==> src/rtl/reaction_pkg.sv <==
// ---------------------------------------------------------------------------
// reaction_pkg
//
// Shared definitions for the reaction-timer trial sequencer:
//   - state_e           : sequencer states
//   - LFSR_TAPS         : Galois tap mask for x^16+x^14+x^13+x^11
//   - LFSR_SEED_DEFAULT : default non-zero LFSR reset value
//   - DLY_UNIT_MS       : period of one delay-unit count, in ms
//   - lfsr_next()       : one Galois LFSR step
// ---------------------------------------------------------------------------
package reaction_pkg;

    typedef enum logic [2:0] {
        IDLE,
        ARM,
        WAIT,
        STIM,
        RESULT,
        FAULT
    } state_e;

    localparam logic [15:0] LFSR_TAPS         = 16'hB400;
    localparam logic [15:0] LFSR_SEED_DEFAULT = 16'hACE1;

    // One count of the shared delay unit lasts this many milliseconds, so a
    // foreperiod of dly_value counts lasts dly_value * DLY_UNIT_MS ms.
    localparam int unsigned DLY_UNIT_MS = 10;

    // Galois form: shift right, and fold the tap mask in when a 1 leaves
    // through bit 0.
    function automatic logic [15:0] lfsr_next(input logic [15:0] cur);
        return {1'b0, cur[15:1]} ^ (cur[0] ? LFSR_TAPS : 16'h0000);
    endfunction

endpackage

==> src/rtl/rt_lfsr16.sv <==
// ---------------------------------------------------------------------------
// rt_lfsr16
//
// Free-running 16-bit Galois LFSR used to pick the foreperiod. It advances on
// every clock from reset release, so the value sampled when a trial starts
// depends on how long the player waited before pressing go.
//
// Parameters:
//   SEED     reset value; must be non-zero or the register locks at zero
// Ports:
//   clk      in   clock
//   reset_n  in   asynchronous, active-low reset (loads SEED)
//   q        out  current LFSR state
// ---------------------------------------------------------------------------
module rt_lfsr16
    import reaction_pkg::*;
#(
    parameter logic [15:0] SEED = LFSR_SEED_DEFAULT
) (
    input  logic        clk,
    input  logic        reset_n,
    output logic [15:0] q
);

    logic [15:0] lfsr_q;
    logic [15:0] lfsr_d;

    assign lfsr_d = lfsr_next(lfsr_q);

    // NOTE: clocked state is written only with non-blocking assignments so
    // every register samples values from before the edge, whatever order the
    // simulator evaluates the blocks in.
    always_ff @(posedge clk or negedge reset_n) begin
        if (!reset_n) begin
            lfsr_q <= SEED;
        end else begin
            lfsr_q <= lfsr_d;
        end
    end

    assign q = lfsr_q;

endmodule

==> src/rtl/reaction_seq_ctrl.sv <==
// ---------------------------------------------------------------------------
// reaction_seq_ctrl
//
// Trial sequencer for the reaction-timer game. On go it picks a pseudo-random
// foreperiod, runs the shared delay unit, lights the stimulus LED when the
// delay unit reports done, then counts milliseconds until the player reacts.
// A press before the stimulus aborts the trial as an early press.
//
// Parameters:
//   TICK_CYCLES  clk cycles per 1 ms reaction tick
//   DELAY_MIN    minimum foreperiod, in delay-unit counts
//   RT_MAX       reaction-time saturation value, in ms (trial times out)
//   LFSR_SEED    LFSR reset value, non-zero
//
// Ports:
//   clk         in   clock
//   reset_n     in   asynchronous, active-low reset
//   go          in   one-cycle pulse, starts a trial
//   react       in   one-cycle pulse, player response
//   dly_done    in   done flag from the delay unit
//   dly_start   out  load strobe to the delay unit
//   dly_enable  out  run enable to the delay unit
//   dly_value   out  foreperiod sent to the delay unit
//   led_stim    out  stimulus LED
//   rt_ms       out  measured reaction time in ms
//   rt_valid    out  rt_ms holds a finished result
//   early       out  trial aborted by an early press
//   busy        out  trial in progress (ARM, WAIT, STIM)
//
// All outputs come straight from registers.
// ---------------------------------------------------------------------------
module reaction_seq_ctrl
    import reaction_pkg::*;
#(
    parameter int unsigned TICK_CYCLES = 50000,
    parameter logic [7:0]  DELAY_MIN   = 8'd50,
    parameter logic [15:0] RT_MAX      = 16'd9999,
    parameter logic [15:0] LFSR_SEED   = 16'hACE1
) (
    input  logic        clk,
    input  logic        reset_n,
    input  logic        go,
    input  logic        react,
    input  logic        dly_done,
    output logic        dly_start,
    output logic        dly_enable,
    output logic [7:0]  dly_value,
    output logic        led_stim,
    output logic [15:0] rt_ms,
    output logic        rt_valid,
    output logic        early,
    output logic        busy
);

    // Prescaler width; a 1-cycle tick still needs a 1-bit counter.
    localparam int unsigned PW = (TICK_CYCLES > 1) ? $clog2(TICK_CYCLES) : 1;
    localparam logic [PW-1:0] TICK_LAST = PW'(TICK_CYCLES - 1);

    // -----------------------------------------------------------------------
    // Foreperiod source
    // -----------------------------------------------------------------------
    logic [15:0] lfsr_q;
    logic [6:0]  lfsr_low;
    logic [8:0]  lfsr_high_unused;

    rt_lfsr16 #(
        .SEED (LFSR_SEED)
    ) u_lfsr (
        .clk     (clk),
        .reset_n (reset_n),
        .q       (lfsr_q)
    );

    // Only the low seven bits feed the foreperiod; the rest of the register
    // exists to give those bits a long sequence.
    assign {lfsr_high_unused, lfsr_low} = lfsr_q;

    // -----------------------------------------------------------------------
    // Registers
    // -----------------------------------------------------------------------
    state_e          state_q;
    logic [PW-1:0]   prescaler_q;
    logic [15:0]     rt_ms_q;
    logic [7:0]      dly_value_q;
    logic            dly_start_q;
    logic            dly_enable_q;
    logic            led_stim_q;
    logic            rt_valid_q;
    logic            early_q;
    logic            busy_q;

    // -----------------------------------------------------------------------
    // Next-value helpers
    // -----------------------------------------------------------------------
    logic            tick_wrap;
    logic [PW-1:0]   prescaler_d;
    logic [15:0]     rt_ms_d;
    logic [7:0]      dly_value_d;

    // NOTE: every signal written here is assigned on every pass through the
    // block, so no path leaves a value to be remembered and no latch appears.
    always_comb begin
        tick_wrap   = (prescaler_q == TICK_LAST);
        prescaler_d = tick_wrap ? '0 : prescaler_q + PW'(1);
        // rt_ms_q never passes RT_MAX, so the increment cannot wrap.
        rt_ms_d     = rt_ms_q + 16'd1;
        // Largest result is DELAY_MIN + 127, which fits for DELAY_MIN <= 128.
        dly_value_d = DELAY_MIN + {1'b0, lfsr_low};
    end

    // -----------------------------------------------------------------------
    // Sequencer
    // -----------------------------------------------------------------------
    always_ff @(posedge clk or negedge reset_n) begin
        if (!reset_n) begin
            state_q      <= IDLE;
            prescaler_q  <= '0;
            rt_ms_q      <= '0;
            dly_value_q  <= '0;
            dly_start_q  <= 1'b0;
            dly_enable_q <= 1'b0;
            led_stim_q   <= 1'b0;
            rt_valid_q   <= 1'b0;
            early_q      <= 1'b0;
            busy_q       <= 1'b0;
        end else begin
            case (state_q)
                // Idle and both finished states wait for go; the last result
                // or early flag stays visible until then.
                IDLE, RESULT, FAULT: begin
                    if (go) begin
                        state_q     <= ARM;
                        dly_value_q <= dly_value_d;
                        rt_ms_q     <= '0;
                        rt_valid_q  <= 1'b0;
                        early_q     <= 1'b0;
                        dly_start_q <= 1'b1;
                        busy_q      <= 1'b1;
                    end
                end

                // One-cycle load strobe, then let the delay unit run.
                ARM: begin
                    state_q      <= WAIT;
                    dly_start_q  <= 1'b0;
                    dly_enable_q <= 1'b1;
                end

                // Foreperiod running. A press here is early, and it wins
                // over a done flag arriving in the same cycle.
                WAIT: begin
                    if (react) begin
                        state_q      <= FAULT;
                        early_q      <= 1'b1;
                        dly_enable_q <= 1'b0;
                        busy_q       <= 1'b0;
                    end else if (dly_done) begin
                        state_q      <= STIM;
                        led_stim_q   <= 1'b1;
                        dly_enable_q <= 1'b0;
                        prescaler_q  <= '0;
                        rt_ms_q      <= '0;
                    end
                end

                // Stimulus lit: count ms until the press or until RT_MAX.
                // On react the count is frozen as it stood before this
                // cycle, so a wrap in the react cycle is not counted.
                STIM: begin
                    if (react) begin
                        state_q    <= RESULT;
                        led_stim_q <= 1'b0;
                        rt_valid_q <= 1'b1;
                        busy_q     <= 1'b0;
                    end else begin
                        prescaler_q <= prescaler_d;
                        if (tick_wrap) begin
                            rt_ms_q <= rt_ms_d;
                            if (rt_ms_d >= RT_MAX) begin
                                state_q    <= RESULT;
                                rt_ms_q    <= RT_MAX;
                                led_stim_q <= 1'b0;
                                rt_valid_q <= 1'b1;
                                busy_q     <= 1'b0;
                            end
                        end
                    end
                end

                default: begin
                    state_q <= IDLE;
                end
            endcase
        end
    end

    // -----------------------------------------------------------------------
    // Outputs
    // -----------------------------------------------------------------------
    assign dly_start  = dly_start_q;
    assign dly_enable = dly_enable_q;
    assign dly_value  = dly_value_q;
    assign led_stim   = led_stim_q;
    assign rt_ms      = rt_ms_q;
    assign rt_valid   = rt_valid_q;
    assign early      = early_q;
    assign busy       = busy_q;

endmodule

==> config.mk <==
export PLATFORM = sky130hd
export DESIGN_NAME = reaction_seq_ctrl
export DESIGN_NICKNAME = d
export VERILOG_FILES = /design/src/rtl/reaction_pkg.sv /design/src/rtl/rt_lfsr16.sv /design/src/rtl/reaction_seq_ctrl.sv
export SDC_FILE = /design/constraint.sdc
export NUM_CORES = 1
export LEC_CHECK = 0
export BUFFER_PORTS_ARGS = -buffer_cell sky130_fd_sc_hd__buf_2
export CORE_MARGIN = 1
export CORE_UTILIZATION = 53
export CTS_CLUSTER_SIZE = 25
export DETAILED_ROUTE_END_ITERATION = 16
export PLACE_DENSITY = 0.84
export SYNTH_ARGS = -nofsm -noshare
export SYNTH_HDL_FRONTEND = slang
export SYNTH_SLANG_ARGS = --single-unit
==> constraint.sdc <==
create_clock -name clk -period 2.4 [get_ports clk]
set_clock_uncertainty 0.15 [all_clocks]
set_input_delay 0 -clock clk [delete_from_list [all_inputs] [get_ports clk]]
set_output_delay 0 -clock clk [all_outputs]
set_load 0.01 [all_outputs]
==> metrics.md, run 1 <==
| Metric | Value |
|---|---|
| Pre-Repair DR Iteration Count | 5 |
| Final Hold Fails | 0 |
| Slew @ Worst Pin | 0.506 ns |
| Mapped Area | 3290 um^2 |
| Number of CTS-inserted buffers | 9 |
| Setup TNS | -0.166 ns |
| Failing checks | negative setup slack |
| Gr ovfl total | 0 |
| Synth Warn # | 0 |
| Post-Syn Nets | 341 |
| Vias | 2,898 |
| DRC | 0 |
| Register area share after synthesis | 0.497 |
| Status | finished, violations left |
| Initial antenna violation count | 0 |
| CTS tree | yes |
| Fin util | 0.710 |
| Mapped Cells | 332 |
| Clk Latency, worst-skew pair | 0.36 ns |
| P&R area growth vs syn | 28.3% |
| Yosys top cell area share | 0.433 |
| CP endpoint kind | flop |
| Post-synth EDFFs | 0 |
| Root Buffer | clkbuf_8 |
| Main combinational cell family by area after synthesis | simple AND/OR/NAND/NOR gates |
| Core footprint | 5960 um^2 |
| Crit path time final | 2.52 ns |
| Crit Path Max Fanout | 11 |
| Max IR drop VDD | 0.522 mV |
| Compound-cell area share of the yosys netlist | 0.158 |
| RSZ-0062 raised after global routing | true |
| Initial Util | 0.553 |
| Number of setup violations in the final report | 4 |
| Final Worst Setup Slack | -0.124 ns |
| Antenna Nets Post-Route | 0 |
| Leak | 1.95 nW |
| Pin count of the biggest net entering global routing | 45 |
| GP Congestion | 0.824 |
| Via density | 5.87 |
| Nets | 423 |
| Worst slew margin relative to its limit | 0.660 |
| MaxCap Viol Count | 0 |
| Width of the die | 80.8 um |
| Die H | 80.8 um |
| I/O pin total | 35 |
| Hold Crit Class | reg2reg |
| Detail Placement HPWL | 5130 um |
| Die Footprint | 6530 um^2 |
| Period utilisation layout | 1.05 |
| Clock Path Buffers | 2 |
| Critical path launch point type | flop |
| Synth Register Bits | 65 |
| XOR/XNOR share of the synthesized area | 0.0532 |
| Vias in the first global route | 2,598 |
| Global-route wire length before repair | 12,300 um |
| Clock sink count | 65 |
| Dpl ws | -0.0566 ns |
| R2R Path Start | rt_ms[1] |
| Filler cells | 415 |
| Ys flop type | dfrtp_1 |
| Mux cell area share after synthesis | 0.00684 |
| GRT Total Usage | 0.252 |
| Worst EP required | 2.48 ns |
| CTS H-tree lvls | 3 |
| Beginning of the worst hold path | u_lfsr.q[12] |
| Final Max Slew Viols | 0 |
| Syn Area/Cell | 9.92 um^2 |
| DR WL/cell | 15.6 um |
| Fmax achieved | 396 MHz |
| Clock transition at path regs | 0.09 ns |
| Ys async rst share | 1.00 |
| CP arrival | 2.60 ns |
| Crit Path Class | reg2reg |
| PD cells | 820 nW/um^2 |
| DRT Wirelength | 7710 um |
| Adder-cell share of the synthesized area | 0.0152 |
| Top cells by area, synth | dfrtp_1 43%, dfstp_2 6.4%, nand2_1 4.0% |
| First DRT Iteration DRCs | 163 |
| Distinct cells, synth | 63 |
| Synth area leader | dfrtp_1 |
| Critical Path Source | rt_ms[1] |
| Antenna cells | 0 |
| Layout cells sized above 1 | 0.334 |
| Row cnt | 28 |
| Port bufs | 34 |
| Post-synthesis simple-gate area fraction | 0.226 |
## cell usage in the layout, fill, tap and decap left out, types with 6 or more instances in the layout
cell type,synthesis,final
inv_1,6,6
a21oi_1,12,11
xor2_1,15,14
buf_4,2,44
dfstp_2,8,8
nand2_1,35,34
nand3_1,12,12
buf_2,7,34
dlygate4sd3_1,0,6
o31ai_1,8,6
o21ai_0,26,26
dfrtp_1,57,55
nor3_1,17,17
clkbuf_8,0,9
nor2_1,33,31
## worst max-delay path: stages (launching register included)
cell and delay [ns]:
dfrtp_2 0.44, ha_4 0.19, or3b_4 0.38, a2111oi_4 0.29
o31ai_1 0.11, a31o_4 0.24, buf_4 0.18, nor4_1 0.29
a211oi_1 0.13
## kinds of logic after synthesis
| logic type | after synthesis |
|---|---|
| and+or+nand+nor | 140 |
| AOI/OAI and AO/OA | 76 |
| xor gates and xnor gates | 20 |
| muxes | 2 |
| adders and majority gates | 4 |
| buffers and inverters | 25 |
| DFF | 65 |
## metrics by stage
step / hold WS, ns / instances / total power, mW / area [um^2]
floorplan: -0.446 / 332 / 2.02 / 3310
global placement: -0.152 / 468 / 2.38 / 3820
detailed placement: -0.149 / 468 / 2.42 / 3820
CTS: 0.203 / 491 / 3.44 / 4140
global route: 0.203 / 494 / 3.66 / 4230
finish: 0.193 / 494 / 3.46 / 4230
## final cells by class
cell class                      instances  area, um^2  share of cell area
Sequential cell                        65        1640               0.388
Timing Repair Buffer                   90         646               0.153
Clock buffer                            9         124              0.0293
Clock inverter                          7        83.8              0.0198
Multi-Input combinational cell        242        1620               0.383
Inverter                                6        22.5             0.00533
Tap cell                               75        93.8              0.0222
## flip-flops by register name (all words and copies together) (netlist names)
register,count
state_q,3
early,1
rt_ms,16
dly_start,1
rt_valid,1
led_stim,1
u_lfsr.q,16
busy,1
dly_enable,1
prescaler_q,16
dly_value,8
## worst paths after layout
path | slack, ns | end | depth (start not counted)
min in group asynchronous | 0.52 | dly_value[3] | 3
worst max-delay path | -0.12 | rt_ms[9] | 8
worst max register to register | -0.12 | rt_ms[9] | 8
max in group asynchronous | 0.73 | dly_value[4] | 4
worst min-delay path | 0.19 | u_lfsr.q[11] | 0
worst min register to register | 0.19 | u_lfsr.q[11] | 0
## synth_stat cells, types with 2 or more instances
cell type,number
or3_1,4
inv_1,6
o22a_1,2
o21ai_0,26
a32o_1,4
nand3_1,12
and3_1,3
a311oi_1,2
nand4_1,5
nand2_1,35
nand3_2,2
o22ai_1,3
dfstp_2,8
nor4_2,2
a221o_1,3
ha_1,4
a21oi_1,12
buf_2,7
a31o_2,2
nor4_1,3
nor3_1,17
o31ai_1,8
buf_4,2
nand2b_1,4
xnor2_1,5
a21o_1,2
clkbuf_1,4
buf_6,4
a22o_1,2
mux2_2,2
xor2_1,15
and2_1,3
nor2_1,33
dfrtp_1,57
## layer usage
| layer | routed length [um] | track usage | part of all wire |
|---|---|---|---|
| met3 | 415 | 0.0618 | 0.054 |
| met2 | 3750 | 0.397 | 0.49 |
| met5 | 0 | 0 | 0 |
| met1 | 3440 | 0.339 | 0.45 |
| met4 | 107 | 0.0857 | 0.014 |
## power breakdown
part | internal, mW | switching [mW]
sequential | 1.23 | 0.110
combinational | 0.489 | 0.640
clock | 0.499 | 0.491
total | 2.22 | 1.24
## repair_timing
item / CTS / global route
gates resized for setup: 7 / 13
hold buffers: 6 / 0
hold endpoints to repair: 65 / 0
pin swaps: 1 / 8
buffers inserted: 1 / 3
setup endpoints to repair: 11 / 18
No activity file was read; power rests on OpenSTA's default activity.
==> run 2, diff against run 1 <==
--- a/config.mk
+++ b/config.mk
@@ -6,6 +6,7 @@
 export NUM_CORES = 1
 export LEC_CHECK = 0
 export BUFFER_PORTS_ARGS = -buffer_cell sky130_fd_sc_hd__buf_2
+export CORE_ASPECT_RATIO = 0.7
 export CORE_MARGIN = 1
 export CORE_UTILIZATION = 53
 export CTS_CLUSTER_SIZE = 25
==> run 2 against run 1 <==
Effect of this change: the flow still finishes with violations (negative setup slack); critical path depth grew 2; power up 8.7%; first-iteration DRC count increased by 140%; highest routed layer unchanged; largest cell class is now multi-input gates.
==> metrics.md, run 2 (synthesized netlist as in run 1, its figures left out) <==
| Metric | Value |
|---|---|
| Status | finished, violations left |
| Failing checks | negative setup slack |
| CP arrival | 2.70 ns |
| RSZ-0062 raised after global routing | true |
| Filler cells | 346 |
| Slew @ Worst Pin | 0.621 ns |
| DRT Wirelength | 9910 um |
| Crit Path Max Fanout | 11 |
| M3 GR Usage | 0.0767 |
| DRC | 0 |
| Final Hold Fails | 0 |
| CTS tree | yes |
| Critical path launch point type | flop |
| Worst slew margin relative to its limit | 0.583 |
| Initial antenna violation count | 0 |
| Fin cells | 490 |
| DR WL/cell | 20.2 um |
| P&R area growth vs syn | 29.9% |
| Most frequent cells in the layout | 54 x dfrtp_1, 44 x buf_4, 35 x nand2_1 |
| PD cells | 880 nW/um^2 |
| Gr ovfl total | 0 |
| Worst EP required | 2.51 ns |
| Number of setup violations in the final report | 17 |
| Width of the die | 96.2 um |
| CP endpoint kind | flop |
| Met2 Track Usage GR | 0.468 |
| Period utilisation layout | 1.08 |
| Crit path time final | 2.59 ns |
| Max IR drop VDD | 0.364 mV |
| Detail Placement HPWL | 5520 um |
| Core footprint | 5840 um^2 |
| First DRT Iteration DRCs | 397 |
| Busiest grt layer | met2 |
| Layout cells sized above 1 | 0.345 |
| Tot Pwr | 3.76 mW |
| GRT Total Usage | 0.289 |
| Final Worst Setup Slack | -0.191 ns |
| Clock sink count | 65 |
| Die H | 68.0 um |
| Number of CTS-inserted buffers | 9 |
| Pre-Repair DR Iteration Count | 5 |
| Initial Util | 0.564 |
| Vias | 3,213 |
| Final Max Slew Viols | 0 |
| MaxCap Viol Count | 0 |
| Nets | 419 |
| Leak | 1.95 nW |
| Most common cell after layout, fill and taps aside | dfrtp_1 |
| Pin count of the biggest net entering global routing | 42 |
| CTS H-tree lvls | 3 |
| Antenna cells | 0 |
| Clock Path Buffers | 2 |
| Port bufs | 34 |
| Met1 Track Usage GR | 0.369 |
| Root Buffer | clkbuf_8 |
| Hold Crit Class | in2async |
| Global-route wire length before repair | 13,800 um |
| Row cnt | 23 |
| I/O pin total | 35 |
| GP Congestion | 0.891 |
| Antenna Nets Post-Route | 0 |
| Fmax achieved | 386 MHz |
| Die Footprint | 6540 um^2 |
| Clock transition at path regs | 0.08 ns |
| Placed insts | 463 |
| Vias in the first global route | 2,847 |
| Via density | 6.56 |
| Clk Latency, worst-skew pair | 0.36 ns |
| Crit Path Class | reg2reg |
run 2: timing repair:
action                     4_1_cts  5_1_grt
buffers inserted                 1        6
pin swaps                        1        6
cloned                           0        0
hold buffers                     4        0
gates resized for setup         15       14
setup endpoints to repair       17       20
hold endpoints to repair        66        0
run 2: path summary, 6_finish.rpt:
kind,start,to,slack [ns],cells after the start
setup / recovery,rt_ms[1],rt_ms[2],-0.19,10
hold / removal,reset_n,prescaler_q[8],0.02,2
setup reg to reg,rt_ms[1],rt_ms[2],-0.19,10
hold reg to reg,u_lfsr.q[7],u_lfsr.q[6],0.21,0
max in group asynchronous,reset_n,u_lfsr.q[0],1.40,3
min in group clk,u_lfsr.q[7],u_lfsr.q[6],0.21,0
run 2: critical path: stages, from the launching register on:
cell and delay [ns]:
dfrtp_2 0.38, buf_4 0.16, nand4_1 0.15, buf_4 0.19, nor4b_4 0.22, a21oi_1 0.07, o32ai_1 0.30, a31o_2 0.29
buf_4 0.23, nor2_1 0.09, nor3_1 0.25
run 2: through the flow:
stage | hold slack, ns | setup TNS, ns | instance area [um^2] | util | worst slack, ns
final | 0.0243 | -1.65 | 4280 | 0.732 | -0.191
after global placement | -0.121 | -0.00943 | 3780 | 0.647 | -0.00725
after detailed placement | -0.120 | -1.24 | 3780 | 0.647 | -0.126
after CTS | 0.0430 | -0.460 | 4170 | 0.713 | -0.0882
after global routing | 0.0860 | -2.89 | 4280 | 0.732 | -0.252
after floorplan | -0.446 | -0.399 | 3310 | - | -0.0830
run 2: routing by layer:
| layer | wire length (um) | share of wire | vias up |
|---|---|---|---|
| li1 | - | - | 1349 |
| met3 | 895 | 0.090 | 79 |
| met1 | 3830 | 0.39 | 1530 |
| met4 | 617 | 0.062 | 0 |
| met2 | 4570 | 0.46 | 255 |
| met5 | 0 | 0 | - |
run 2: power by group:
part / leakage (nW) / internal [mW] / switching (mW)
Combinational: 0.986 / 0.493 / 0.749
Sequential: 0.844 / 1.23 / 0.117
Clock: 0.124 / 0.700 / 0.471
run 2: cell type report:
class                      count  area, um^2  area share
multi-input combinational    242        1670       0.390
sequential                    65        1640       0.383
timing repair buffer          86         603       0.141
clock inverter                 7         125      0.0292
clock buffer                   9         124      0.0289
tap                           75        93.8      0.0219
inverter                       6        22.5     0.00526
==> run 3, diff against run 2 <==
--- a/config.mk
+++ b/config.mk
@@ -5,13 +5,14 @@
 export SDC_FILE = /design/constraint.sdc
 export NUM_CORES = 1
 export LEC_CHECK = 0
+export ABC_AREA = 1
 export BUFFER_PORTS_ARGS = -buffer_cell sky130_fd_sc_hd__buf_2
 export CORE_ASPECT_RATIO = 0.7
 export CORE_MARGIN = 1
-export CORE_UTILIZATION = 53
+export CORE_UTILIZATION = 62
 export CTS_CLUSTER_SIZE = 25
 export DETAILED_ROUTE_END_ITERATION = 16
-export PLACE_DENSITY = 0.84
+export PLACE_DENSITY = 0.91
 export SYNTH_ARGS = -nofsm -noshare
 export SYNTH_HDL_FRONTEND = slang
 export SYNTH_SLANG_ARGS = --single-unit
==> constraint.sdc (replaced) <==
create_clock -name clk -period 3.2 [get_ports clk]
set_clock_uncertainty 0.15 [all_clocks]
set_input_delay 0 -clock clk [delete_from_list [all_inputs] [get_ports clk]]
set_output_delay 0 -clock clk [all_outputs]
set_load 0.01 [all_outputs]
==> run 3 against run 2 <==
Effect of this change: the flow now finishes without violations; synthesized area is 2.3% higher; final cell count rose by 8.4%; design area shrank 10%; power shrank 38%; first-iteration DRC count down 14%; non-clock buffer count is 48 lower; global-route usage up 0.64 points; register-to-register slack gained 1.1 ns; worst hold slack got worse by 0.0042 ns; sequential share of layout area up 4.2 points; clock-buffer cell count stayed put; utilization rose by 0.39 points; critical path type unchanged; critical endpoint is now rt_ms[3]; highest routed layer unchanged.
==> metrics.md, run 3 <==
| Metric | Value |
|---|---|
| Vias | 2,954 |
| Antenna Nets Post-Route | 0 |
| Layout cells sized above 1 | 0.220 |
| Top cells by area, synth | dfrtp_1 42%, nand2_1 11%, dfstp_2 6.2% |
| Placed insts | 512 |
| Fin cells | 531 |
| Synth Warn # | 0 |
| Dpl ws | 1.04 ns |
| Cell repeated most along the worst path | o21ai_0 |
| Final Worst Setup Slack | 0.921 ns |
| Clock share of power | 0.311 |
| Global-route wire length before repair | 13,200 um |
| Width of the die | 90.1 um |
| Crit Path Class | reg2reg |
| GP Congestion | 0.936 |
| Worst EP required | 3.28 ns |
| Worst slew margin relative to its limit | 0.648 |
| Initial Util | 0.644 |
| Worst path cell trace | ha_1 > nand3_1 > o21ai_0 > nand2_1 > nor2_1 > nand3_1 > nand3_2 > nand2_4 > o21ai_0 > o21ai_0 |
| RSZ-0062 raised after global routing | false |
| Leak | 1.90 nW |
| Final Max Slew Viols | 0 |
| Ys flop type | dfrtp_1 |
| Mapped Cells | 408 |
| Number of setup violations in the final report | 0 |
| Status | completed |
| Most frequent cells after synthesis | 101 x nand2_1, 57 x dfrtp_1, 48 x inv_1 |
| Ys async rst share | 1.00 |
| Distinct cells, synth | 37 |
| Register area share after synthesis | 0.486 |
| Vias in the first global route | 2,803 |
| Most common cell in the netlist | nand2_1 |
| Max IR drop VDD | 0.461 mV |
| Final Hold Fails | 0 |
| Yosys top cell area share | 0.423 |
| R2r setup slk | 0.92 ns |
| Synth Register Bits | 65 |
| Period utilisation layout | 0.712 |
| Setup TNS | 0 ns |
| DRC | 0 |
| Die Footprint | 5740 um^2 |
| Number of CTS-inserted buffers | 9 |
| R2R Path Start | rt_ms[1] |
| Pre-Repair DR Iteration Count | 7 |
| Nets | 463 |
| Post-synth EDFFs | 0 |
| Hold_ws | 0.0201 ns |
| Crit path time final | 2.28 ns |
| CP peak stage delay | 0.43 ns |
| Most frequent cells in the layout | 101 x nand2_1, 57 x dfrtp_1, 48 x inv_1 |
| Cell Int Power | 1.48 mW |
| DRT Wirelength | 7730 um |
| Port bufs | 34 |
| Clock transition at path regs | 0.08 ns |
| Root Buffer | clkbuf_8 |
| Crit Path Max Fanout | 10 |
| Core footprint | 5230 um^2 |
| P&R area growth vs syn | 14.3% |
| First DRT Iteration DRCs | 343 |
| MaxCap Viol Count | 0 |
| Filler cells | 400 |
| Reg2reg end | rt_ms[3] |
| Fmax achieved | 439 MHz |
| Hold Crit Class | in2async |
| DR WL/cell | 14.5 um |
| PD cells | 607 nW/um^2 |
| Worst-case reg-to-reg path depth | 10 |
| Row cnt | 22 |
| I/O pin total | 35 |
| Via density | 5.56 |
| Syn Area/Cell | 8.26 um^2 |
| Die H | 63.7 um |
| Area of the multi-input gates | 1480 um^2 |
| CTS tree | yes |
| Clock Path Buffers | 2 |
| Post-Syn Nets | 417 |
| Fin util | 0.736 |
| Setup bufs post-CTS | 0 |
| CP endpoint kind | flop |
| Slew @ Worst Pin | 0.528 ns |
| Mapped Area | 3370 um^2 |
| Logic pwr share | 0.270 |
| Reg area | 1640 um^2 |
| Slowest CP cell | dfrtp_1 |
| CP arrival | 2.35 ns |
| Pin count of the biggest net entering global routing | 43 |
| Reg power frac | 0.418 |
| Clk Latency, worst-skew pair | 0.35 ns |
| Synth area leader | dfrtp_1 |
| Detail Placement HPWL | 5490 um |
| Net Sw Frac | 0.367 |
| Switching power total | 0.859 mW |
| Initial antenna violation count | 0 |
| GRT Total Usage | 0.295 |
| CTS H-tree lvls | 3 |
| Clock sink count | 65 |
| Gr ovfl total | 0 |
| Critical path launch point type | flop |
| Antenna cells | 0 |
| Most common cell after layout, fill and taps aside | nand2_1 |
-- run 3: power by group through the flow --
stage	registers, mW	clock network [mW]	logic, mW
floorplan	1.01	0	0.420
global placement	0.990	0	0.588
detailed placement	0.991	0	0.615
CTS	0.979	0.740	0.628
global route	0.991	0.769	0.697
finish	0.979	0.728	0.632
-- run 3: area by class of cell --
type	count	area share
inverter	59	0.0585
timing repair buffer	38	0.0539
sequential	65	0.425
multi-input combinational	281	0.385
clock buffer	9	0.0322
tap	72	0.0234
clock inverter	7	0.0218
-- run 3: metrics by stage --
stage | power [mW] | cell area [um^2]
finish | 2.34 | 3850
global route | 2.46 | 3850
CTS | 2.35 | 3850
detailed placement | 1.61 | 3610
global placement | 1.58 | 3610
floorplan | 1.43 | 3370
-- run 3: worst max-delay path, delay by kind of cell, from the launching register on --
family                     cells  cell delay (ns)
AOI/OAI and AO/OA              3             0.53
adders and majority gates      1             0.23
and+or+nand+nor                6             0.82
DFF                            1             0.43
-- run 3: how the worst max path moves through the flow --
stage | from | end | slack [ns] | cells past startpoint
final | rt_ms[1] | rt_ms[3] | 0.92 | 10
after global routing | rt_ms[1] | busy | 0.73 | 14
after CTS | rt_ms[1] | rt_ms[2] | 0.92 | 10
after detailed placement | rt_ms[3] | rt_ms[1] | 1.04 | 9
after global placement | rt_ms[1] | rt_ms[6] | 1.09 | 14
after floorplan | rt_ms[1] | busy | 1.24 | 12
-- run 3: logic make-up (layout without fill, tap and decap cells) --
kind of cell	after synthesis	count (layout)	share of synthesized area
adders and majority gates	4	4	0.0149
DFF	65	65	0.486
AOI/OAI and AO/OA	54	54	0.0873
xor gates and xnor gates	10	10	0.0260
buffers and inverters	62	113	0.0735
and+or+nand+nor	213	213	0.312
-- run 3: metal layers --
metal	global-route usage	up-vias	wire, um
met5	0	-	0
met4	0.0847	0	168
met3	0.0857	22	624
met2	0.476	141	3590
met1	0.390	1389	3340
li1	-	1402	-
-- run 3: repair_timing --
| action | in CTS | in global routing |
|---|---|---|
| hold buffers | 3 | 0 |
| hold endpoints to repair | 28 | 0 |
| gates resized for setup | 0 | 0 |
